==> config.mk <==
export PLATFORM = sky130hd
export DESIGN_NAME = cs_rr_arbiter
export DESIGN_NICKNAME = d
export VERILOG_FILES = /design/src/rtl/cs_rr_arbiter.sv
export SDC_FILE = /design/constraint.sdc
export NUM_CORES = 1
export LEC_CHECK = 0
export ABC_CLOCK_PERIOD_IN_PS = 4720
export CAP_MARGIN = 20
export CORE_MARGIN = 4
export CORE_UTILIZATION = 35
export CTS_CLUSTER_SIZE = 16
export DETAILED_ROUTE_END_ITERATION = 10
export GPL_ROUTABILITY_DRIVEN = 1
export GPL_TIMING_DRIVEN = 0
export MAX_ROUTING_LAYER = met4
export SLEW_MARGIN = 5
export SYNTH_ARGS = -nofsm -noshare
export SYNTH_HDL_FRONTEND = slang
export SYNTH_SLANG_ARGS = --single-unit
==> constraint.sdc <==
create_clock -name clk_i -period 4.72 [get_ports clk_i]
set_clock_uncertainty 0.1 [all_clocks]
set_input_delay 0.472 -clock clk_i [delete_from_list [all_inputs] [get_ports clk_i]]
set_output_delay 0.472 -clock clk_i [all_outputs]
set_load 0.03 [all_outputs]
==> src/rtl/cs_rr_arbiter.sv <==
// cs_rr_arbiter: round-robin owner of a 3-to-8 active-low chip-select decoder with glitch-free setup/active/gap sequencing
module cs_rr_arbiter #(
    parameter int SETUP_CYCLES = 1,
    parameter int GAP_CYCLES   = 1,
    parameter int MAX_HOLD     = 16
) (
    input  logic       clk_i,
    input  logic       rst_n_i,
    input  logic [7:0] req_i,
    input  logic       release_i,
    output logic       select_a_o,
    output logic       select_b_o,
    output logic       select_c_o,
    output logic       g1_en_o,
    output logic       g2a_en_n_o,
    output logic       g2b_en_n_o,
    output logic [7:0] gnt_n_o,
    output logic       busy_o,
    output logic       timeout_o
);
    typedef enum logic [1:0] {IDLE, SETUP, ACTIVE, GAP} state_t;
    state_t     state, state_nxt;
    logic [2:0] sel, sel_nxt, last, last_nxt, win, idx;
    logic [3:0] cnt, cnt_nxt;
    logic [7:0] hold, hold_nxt;
    logic       found, hold_hit, done, to_nxt, act_nxt;
    assign {select_c_o, select_b_o, select_a_o} = sel;
    assign hold_hit = (MAX_HOLD != 0) && (hold == 8'(MAX_HOLD));
    assign done     = release_i || !req_i[sel] || hold_hit;
    assign act_nxt  = state_nxt == ACTIVE;
    always_comb begin
        win   = '0;
        found = 1'b0;
        idx   = '0;
        for (int k = 1; k <= 8; k++) begin
            idx = last + 3'(k);
            if (!found && req_i[idx]) begin
                win   = idx;
                found = 1'b1;
            end
        end
    end
    always_comb begin
        state_nxt = state;
        sel_nxt   = sel;
        last_nxt  = last;
        cnt_nxt   = cnt;
        hold_nxt  = hold;
        to_nxt    = 1'b0;
        case (state)
            IDLE: if (found) begin
                state_nxt = SETUP;
                sel_nxt   = win;
                last_nxt  = win;
                cnt_nxt   = '0;
            end
            SETUP: if (cnt == 4'(SETUP_CYCLES - 1)) begin
                state_nxt = ACTIVE;
                hold_nxt  = 8'd1;
            end else cnt_nxt = cnt + 4'd1;
            ACTIVE: if (done) begin
                state_nxt = GAP;
                cnt_nxt   = '0;
                to_nxt    = hold_hit && !release_i && req_i[sel];
            end else hold_nxt = hold + 8'd1;
            GAP: if (cnt == 4'(GAP_CYCLES - 1)) state_nxt = IDLE;
                 else cnt_nxt = cnt + 4'd1;
            default: state_nxt = IDLE;
        endcase
    end
    always_ff @(posedge clk_i or negedge rst_n_i) begin
        if (!rst_n_i) begin
            state      <= IDLE;
            sel        <= '0;
            last       <= 3'd7;
            cnt        <= '0;
            hold       <= '0;
            g1_en_o    <= 1'b0;
            g2a_en_n_o <= 1'b1;
            g2b_en_n_o <= 1'b1;
            gnt_n_o    <= 8'hFF;
            busy_o     <= 1'b0;
            timeout_o  <= 1'b0;
        end else begin
            state      <= state_nxt;
            sel        <= sel_nxt;
            last       <= last_nxt;
            cnt        <= cnt_nxt;
            hold       <= hold_nxt;
            g1_en_o    <= act_nxt;
            g2a_en_n_o <= !act_nxt;
            g2b_en_n_o <= !act_nxt;
            gnt_n_o    <= act_nxt ? ~(8'h01 << sel_nxt) : 8'hFF;
            busy_o     <= state_nxt != IDLE;
            timeout_o  <= to_nxt;
        end
    end
endmodule

* Word-level counts from Yosys, hierarchy flattened
Cells that the tools add are included.
Cells by class: magnitude comparators 9, bitwise logic cells 1, equality and inequality tests 10, multiplexer cells 51, divide/modulo/power cells 0, reductions and logical operators 29, $add $sub $neg 9, multiply operators 0, shifts and indexed selects 1
Operators by type and width (number):
- $lt A3 B4 Y1 const B | 9
- $mux W3 | 10
- $bmux W1 S3 | 9
- $mux W8 | 3
- $mux W1 | 19
- $pmux W8 S2 | 1
- $add A3 B3 Y3 const B | 4
- $mux W4 | 3
- $pmux W4 S3 | 1
- $logic_not A1 Y1 | 10
- $ne A2 B2 Y1 const B | 5
- $logic_and A1 B1 Y1 | 9
- $add A8 B1 Y8 const B | 1
- $eq A8 B5 Y1 const B | 1
- $mux W2 | 4
- $not A8 Y8 | 1
- $pmux W2 S4 | 1
- $shl A1 B3 Y8 const A | 1
- $add A3 B2 Y3 const B | 2
- $eq A2 B2 Y1 const B | 3
- $reduce_and A3 Y1 | 2
- $add A4 B1 Y4 const B | 1
- $logic_not A4 Y1 | 1
- $reduce_bool A2 Y1 | 2
- other kinds (6) | 7
Storage, ports and cells: memory bits (read-only) 0, register bits 32, logic and storage cells 120, bits in writable memories 0, bits in latches 0, memories kept 0, output and inout bits 16

* Depth between registers and ports, before layout
Gate-level depths: netlist of the first run.
depth in word-level cells 30, mapped depth 13, depth with buffers taken out 10

* Worst setup path before layout of the first run
Ideal clock, no wire load.
path type reg-to-reg, from reg last[1], to reg gnt_n_o[5], clock period less this slack 3.468 ns, arrival time 3.280 ns, setup slack 1.252 ns, required time 4.532 ns, cell stages (with the launch flop) 14, path buffers 3, path through dfstp_2 -> buf_4 -> inv_1 -> ha_1 -> clkbuf_1 -> mux4_2 -> mux2i_1 -> o31a_2 -> nand4_4 -> o21ai_2 -> nand2b_1 -> o221a_1 -> buf_6 -> or3b_1
On the way: cells in the longest elaborated chain, start to end 30, elaborated cells on any way between the ends 61, those cells by class add/sub (7); eq/ne (1); shift (1); mux (37); bitwise (1); reduce/logical (14)
RTL lines:
- start: declaration | RTL line 23 | logic [2:0] sel, sel_nxt, last, last_nxt, win, idx;
- start signal: assignment | RTL line 87 | last <= last_nxt;
- $add A3 B1 Y3 | RTL line 36 | idx = last + 3'(k);
- $bmux W1 S3 | RTL line 37 | if (!found && req_i[idx]) begin
- $mux W1 (implied by the code) | RTL line 37
- $mux W1 | RTL line 37
- $logic_not A1 Y1 | RTL line 37
- $logic_and A1 B1 Y1 | RTL line 37
- $mux W1 | RTL line 37
- $logic_not A1 Y1 | RTL line 37
- [... 15 more ...]
- $logic_and A1 B1 Y1 | RTL line 37
- $mux W3 / $mux W1 (equally long branches) | RTL line 37
- $mux W3 (*) | RTL line 51 | IDLE: if (found) begin
- $mux W3 (*) | RTL line 50 | case (state)
- named net sel_nxt[1] | RTL line 23
- $shl A1 B3 Y8 (*) | RTL line 93 | gnt_n_o <= act_nxt ? ~(8'h01 << sel_nxt) : 8'hFF;
- $not A8 Y8 (*) | RTL line 93
- $mux W8 (*) | RTL line 93
- end signal: assignment | RTL line 93
- end: declaration | RTL line 17 | output logic [7:0] gnt_n_o,
The timed path passes the listed nets; every way through them passes the cells marked *. The select of a mux whose other input is x is not followed. A chain may end at the register's enable or synchronous reset.

* Worst setup path after layout of the first run
from reg last[1], to reg gnt_n_o[5]
On the way: cells in the longest elaborated chain, start to end 30, elaborated cells on any way between the ends 61, those cells by class add/sub (7); eq/ne (1); shift (1); mux (37); bitwise (1); reduce/logical (14)
RTL lines (RTL line):
- branches (longest 29 deep; another with $add A3 B1 Y3)
- $mux W8 (*) | 93
Mark *: on every way between the ends. The select of a mux whose other input is x is not followed.

==> flow_summary_export.csv, run 1 <==
group,metric,value,unit
finish,fin_nets,291,
clock_tree,ctsHtreeMaxLevel,2,
setup_path,crit_fanout,10,
detailed_routing,drcViolationCount,0,
detailed_routing,vias,1969,
detailed_routing,routed_wl,5.732,mm
sta,period_needed,3.993,ns
synth,syn-instance-count,241,
setup_path,crit_path_end_kind,"flip-flop",
global_route,antenna_found_initial,0,
sta,rsz0062_at_grt,"false",
floorplanning,die-area,8410,um^2
power,powerDensity,794.9,nW/um^2
sta,slew_headroom,54.37,%
detailed_routing,vias_per_cell,5.307,
synth,synthesis.nets,258,
detailed_routing,antenna_left,0,
power,peakVddDrop,0.3760,mV
setup_path,critical_path_class,"reg2reg",
clock_tree,cts_sinks,32,
setup_path,rr_startpoint,"last[1]$_DFFE_PN1P_",
detailed_routing,wl_per_cell,15.45,um
sta,tightest_slew,0.6845,ns
synth,avgSynthCellArea,10.18,um^2
clock_tree,cts_tree,"built",
finish,drive_gt1_share,21.09,%
finish,utilization,43.19,%
placement,gp_congestion,0.9225,
sta,tns,0,ns
clock_tree,clkLatencyLatePin,0.29,ns
global_route,grt_overflow,0,
sta,final-max-slew-violation-count,0,
sta,hold_viol,0,
setup_path,setup.worst_path.start,"last[1]$_DFFE_PN1P_",
global_route,grt_pass1_vias,2084,
synth,ys.flop_type,"dfrtp_1",
worst_hold_path,hold_class,"in2async",
synth,yosysSeqAreaShare,33.27,%
setup_path,reg2reg_setup_slack,0.73,ns
synth,syn_area,2452,um^2
synth,synth.distinct_cells,58,
sta,fin_crit_sh,84.60,%
sta,max_clock_freq,0.2504,GHz
synth,synth_edf_count,0,
finish,num_antenna_cells,0,
floorplanning,die_w,91.71,um
power,p_total,2.332,mW
clock_tree,cts_hold_buf,0,
clock_tree,cts_buffers,5,
run,maxCapViolations,0,
setup_path,arrival,4.10,ns
sta,setup_violations,0,
power,leakagePower,1.182,nW
clock_tree,cts-resized-gates,0,
detailed_routing,initialDrtViolationCount,136,
finish,regArea,815.8,um^2
clock_tree,path_clk_slew,0.07,ns
setup_path,rr_worst_depth,12,
floorplanning,ios,27,
synth,ys_ff_latch,32,
finish,area_growth,19.64,%
finish,nFillCells,663,
clock_tree,cts_setup_buffers,0,
clock_tree,clockBufferDepth,2,
sta,worst_hold_slack,0.1252,ns
floorplanning,num_rows,30,
global_route,track_usage,15.46,%
setup_path,worstPathRequired,4.83,ns
synth,async_reset_ff_share,100.0,%
placement,dpl_worst_slack,0.7401,ns
clock_tree,root_buffer,"clkbuf_8",
setup_path,cp-start-kind,"flip-flop",
finish,multiInputGateArea,1529,um^2
setup_path,reg2reg_to,"gnt_n_o[5]$_DFF_PN1_",
outcome,outcome,"completed",
global_route,grt_max_degree,33,
placement,io_buffers,26,
setup_path,crit_end,"gnt_n_o[5]$_DFF_PN1_",
synth,yosys_warnings,0,
floorplanning,core,6794,um^2
global_route,grt_pass1_wl,10.23,mm
floorplanning,start_util,36.10,%
sta,fin_ws,0.7270,ns
placement,dp_hpwl,4.359,mm
detailed_routing,dr.pass1.iters,4,
floorplanning,dieHeight,91.71,um
## synth_stat cells (all sizes together), types with 6 or more instances
library cell / count / area, um^2
nand2: 23 / 86.33
dfrtp: 20 / 500.5
nor2: 20 / 75.07
mux4: 14 / 315.3
dfstp: 12 / 315.3
mux2i: 12 / 120.1
inv: 11 / 41.29
o21ai: 11 / 62.56
mux2: 8 / 90.08
nand3: 8 / 40.04
a21oi: 7 / 38.79
buf: 7 / 55.05
a22o: 6 / 62.56
ha: 6 / 75.07
nor3: 6 / 30.03
## cell usage in the layout (no fill, tap or decap), drive strengths merged, types with 5 or more instances in the layout
cell type       n
clkdlybuf4s50  25
nand2          23
nor2           20
dfrtp          20
mux4           14
mux2i          12
dfstp          12
inv            11
o21ai          11
clkbuf          9
nand3           8
mux2            8
buf             8
a21oi           7
nor3            6
ha              6
a22o            6
xor2            5
nand2b          5
xnor2           5
o31ai           5
nand4           5
## layer usage
layer	up-vias	global-route usage [%]	share of wire (%)	wire length, um
li1	957	-	-	-
met3	10	2.379	3.1	178
met4	0	6.312	2.1	120
met2	33	24.59	49	2833
met1	969	19.76	45	2600
met5	-	-	0	0
## power by group
part	internal (mW)	switching (mW)
sequential	0.380	0.0637
clock	0.135	0.107
combinational	0.712	0.935
## worst min-delay path by stage
stage,startpoint,endpoint,slack [ns]
floorplan,rst_n_i,busy_o$_DFF_PN0_,0.08
global placement,hold[5]$_DFFE_PN0P_,hold[5]$_DFFE_PN0P_,0.41
detailed placement,hold[5]$_DFFE_PN0P_,hold[5]$_DFFE_PN0P_,0.42
CTS,rst_n_i,sel[2]$_DFF_PN0_,0.14
global route,rst_n_i,sel[2]$_DFF_PN0_,0.18
finish,rst_n_i,g1_en_o$_DFF_PN0_,0.13
## flip-flops by register name (all words and copies together), names as in the netlist
name	count
busy_o	1
cnt	4
g1_en_o	1
g2b_en_n_o	1
gnt_n_o	8
hold	8
last	3
sel	3
state	2
timeout_o	1
## critical path, stage by stage, from the launching register on
cell and delay [ns]:
dfstp_2 0.61, buf_4 0.23, inv_1 0.10, ha_1 0.29, clkbuf_1 0.49, mux4_2 0.47, mux2i_1 0.20, o31a_2 0.25
nand4_4 0.14, o21ai_2 0.30, and2_1 0.19, o21a_1 0.18, or3b_1 0.36
## cell families after synthesis
| group | share of synthesized area (%) |
|---|---|
| XOR/XNOR | 3.878 |
| adder cells (fa/ha/maj) | 3.061 |
| flip-flops | 33.27 |
| AND/OR/NAND/NOR | 18.67 |
| AO/OA/AOI/OAI | 15.31 |
| multiplexers | 21.43 |
| buffers and inverters | 4.388 |
## metrics by stage
stage,instances,instance area [um^2]
finish,371,2934
global route,371,2934
CTS,371,2934
detailed placement,363,2828
global placement,363,2833
floorplan,241,2452
## area by class of cell
class | count | share of cell area [%]
flip-flops and latches | 32 | 27.80
repair buffers | 26 | 8.699
well taps | 96 | 4.094
multi-input cells | 188 | 52.11
inverters | 11 | 1.407
clock buffers | 6 | 3.198
plain buffers | 10 | 2.260
clock inverters | 2 | 0.4264
Note: power is estimated with default switching activity, not from simulation.
==> run 2, diff against run 1 <==
--- a/config.mk
+++ b/config.mk
@@ -5,7 +5,7 @@
 export SDC_FILE = /design/constraint.sdc
 export NUM_CORES = 1
 export LEC_CHECK = 0
-export ABC_CLOCK_PERIOD_IN_PS = 4720
+export ABC_CLOCK_PERIOD_IN_PS = 4100
 export CAP_MARGIN = 20
 export CORE_MARGIN = 4
 export CORE_UTILIZATION = 35
==> constraint.sdc (replaced) <==
create_clock -name clk_i -period 4.1 [get_ports clk_i]
set_clock_uncertainty 0.1 [all_clocks]
set_input_delay 0.41 -clock clk_i [delete_from_list [all_inputs] [get_ports clk_i]]
set_output_delay 0.41 -clock clk_i [all_outputs]
set_load 0.03 [all_outputs]
==> run 2 against run 1 <==
Routed wire length grew 0.16%. Critical path depth shrank 1. Final cell count shrank 0.27%. Non-clock buffer count shrank 1. Fmax grew 5.4%. Via count is essentially flat. Critical path type unchanged. Largest power group unchanged. Highest routed layer unchanged.
==> flow_summary_export.csv, run 2 (synthesis gave the netlist of run 1 again) <==
group,metric,value,unit
sta,hold_viol,0,
setup_path,critical_path_class,"reg2reg",
sta,tns,0,ns
finish,multiInputGateArea,1529,um^2
placement,io_buffers,26,
clock_tree,cts_buffers,5,
detailed_routing,vias_per_cell,5.319,
worst_hold_path,hold_class,"in2async",
power,p_total,2.689,mW
run,maxCapViolations,0,
sta,final-max-slew-violation-count,0,
clock_tree,ctsHtreeMaxLevel,2,
sta,setup_violations,0,
detailed_routing,initialDrtViolationCount,123,
sta,fin_crit_sh,92.41,%
floorplanning,ios,27,
floorplanning,num_rows,30,
clock_tree,clkLatencyLatePin,0.29,ns
finish,utilization,43.13,%
finish,num_antenna_cells,0,
placement,dp_hpwl,4.359,mm
sta,max_clock_freq,0.2639,GHz
global_route,track_usage,15.46,%
setup_path,rr_worst_depth,11,
detailed_routing,vias,1968,
finish,layout_common_cells,"25 x clkdlybuf4s50_1, 23 x nand2_1, 20 x nor2_1, 20 x dfrtp_1, 14 x mux4_2",
detailed_routing,drcViolationCount,0,
floorplanning,die_w,91.71,um
global_route,grt_overflow,0,
power,peakVddDrop,0.4331,mV
clock_tree,root_buffer,"clkbuf_8",
finish,area_growth,19.49,%
global_route,grt_pass1_wl,10.23,mm
finish,nFillCells,664,
floorplanning,start_util,36.10,%
clock_tree,cts_hold_buf,0,
floorplanning,die-area,8410,um^2
finish,largestRegisters,"gnt_n_o x8, hold x8, cnt x4",
sta,slew_headroom,54.54,%
setup_path,crit_path_end_kind,"flip-flop",
finish,mostFrequentLayoutCell,"clkdlybuf4s50_1",
finish,regArea,815.8,um^2
detailed_routing,dr.pass1.iters,5,
clock_tree,path_clk_slew,0.07,ns
global_route,grt_max_degree,33,
sta,period_needed,3.789,ns
setup_path,worstPathRequired,4.21,ns
floorplanning,dieHeight,91.71,um
finish,drive_gt1_share,21.17,%
sta,rsz0062_at_grt,"false",
finish,fin_nets,290,
power,powerDensity,917.6,nW/um^2
floorplanning,core,6794,um^2
detailed_routing,wl_per_cell,15.52,um
setup_path,arrival,3.90,ns
clock_tree,clockBufferDepth,2,
setup_path,cp-start-kind,"flip-flop",
placement,gp_congestion,0.9225,
sta,tightest_slew,0.6819,ns
global_route,antenna_found_initial,0,
clock_tree,cts_setup_buffers,0,
clock_tree,cts_sinks,32,
power,leakagePower,1.181,nW
detailed_routing,routed_wl,5.741,mm
outcome,outcome,"completed",
detailed_routing,antenna_left,0,
global_route,grt_pass1_vias,2084,
clock_tree,cts_tree,"built",
setup_path,crit_fanout,11,
-- run 2: power by group --
group / switching [mW] / internal, mW
registers: 0.0729 / 0.438
logic: 1.08 / 0.821
clock network: 0.122 / 0.155
-- run 2: layer usage --
| layer | share of wire [%] | vias to the layer above | GRT usage (%) |
|---|---|---|---|
| li1 | - | 960 | - |
| met1 | 46 | 967 | 19.76 |
| met2 | 50 | 31 | 24.59 |
| met3 | 2.2 | 10 | 2.379 |
| met4 | 2.3 | 0 | 6.312 |
| met5 | 0 | - | - |
-- run 2: timing repair --
action                                  CTS  global route
hold endpoints to repair                  0             0
gates resized for setup                   0             0
endpoints found under the setup margin    0             2
-- run 2: final timing paths --
check | slack, ns | startpoint | endpoint
setup / recovery | 0.31 | last[1]$_DFFE_PN1P_ | gnt_n_o[5]$_DFF_PN1_
hold / removal | 0.06 | rst_n_i | g1_en_o$_DFF_PN0_
setup reg to reg | 0.31 | last[1]$_DFFE_PN1P_ | gnt_n_o[5]$_DFF_PN1_
hold reg to reg | 0.43 | hold[5]$_DFFE_PN0P_ | hold[5]$_DFFE_PN0P_
max in group asynchronous | 3.40 | rst_n_i | cnt[3]$_DFFE_PN0P_
min in group clk_i | 0.43 | hold[5]$_DFFE_PN0P_ | hold[5]$_DFFE_PN0P_
-- run 2: through the flow --
stage          area, um^2  setup slack [ns]  hold WS [ns]  std cells
2_1_floorplan        2452            0.6322       0.01441        241
3_3_place_gp         2833            0.1028        0.4106        363
5_1_grt              2930           0.03950        0.1198        370
4_1_cts              2934            0.1059       0.07948        371
3_5_place_dp         2828            0.1201        0.3952        363
6_report             2930            0.3113       0.06214        370
-- run 2: area by class of cell --
class                           count  area share [%]
Buffer                              9           2.135
Clock buffer                        6           3.202
Clock inverter                      2          0.4270
Inverter                           11           1.409
Multi-Input combinational cell    188           52.18
Sequential cell                    32           27.84
Tap cell                           96           4.099
Timing Repair Buffer               26           8.711
-- run 2: worst max-delay path, cell delays in order (launching register included) --
cell and delay (ns):
dfstp_2 0.61, buf_4 0.22, inv_1 0.10, ha_1 0.60, mux4_2 0.45, mux2i_1 0.20, o31a_2 0.25, nand4_4 0.15
o21ai_2 0.31, and2_1 0.19, o21a_1 0.18, or3b_1 0.36
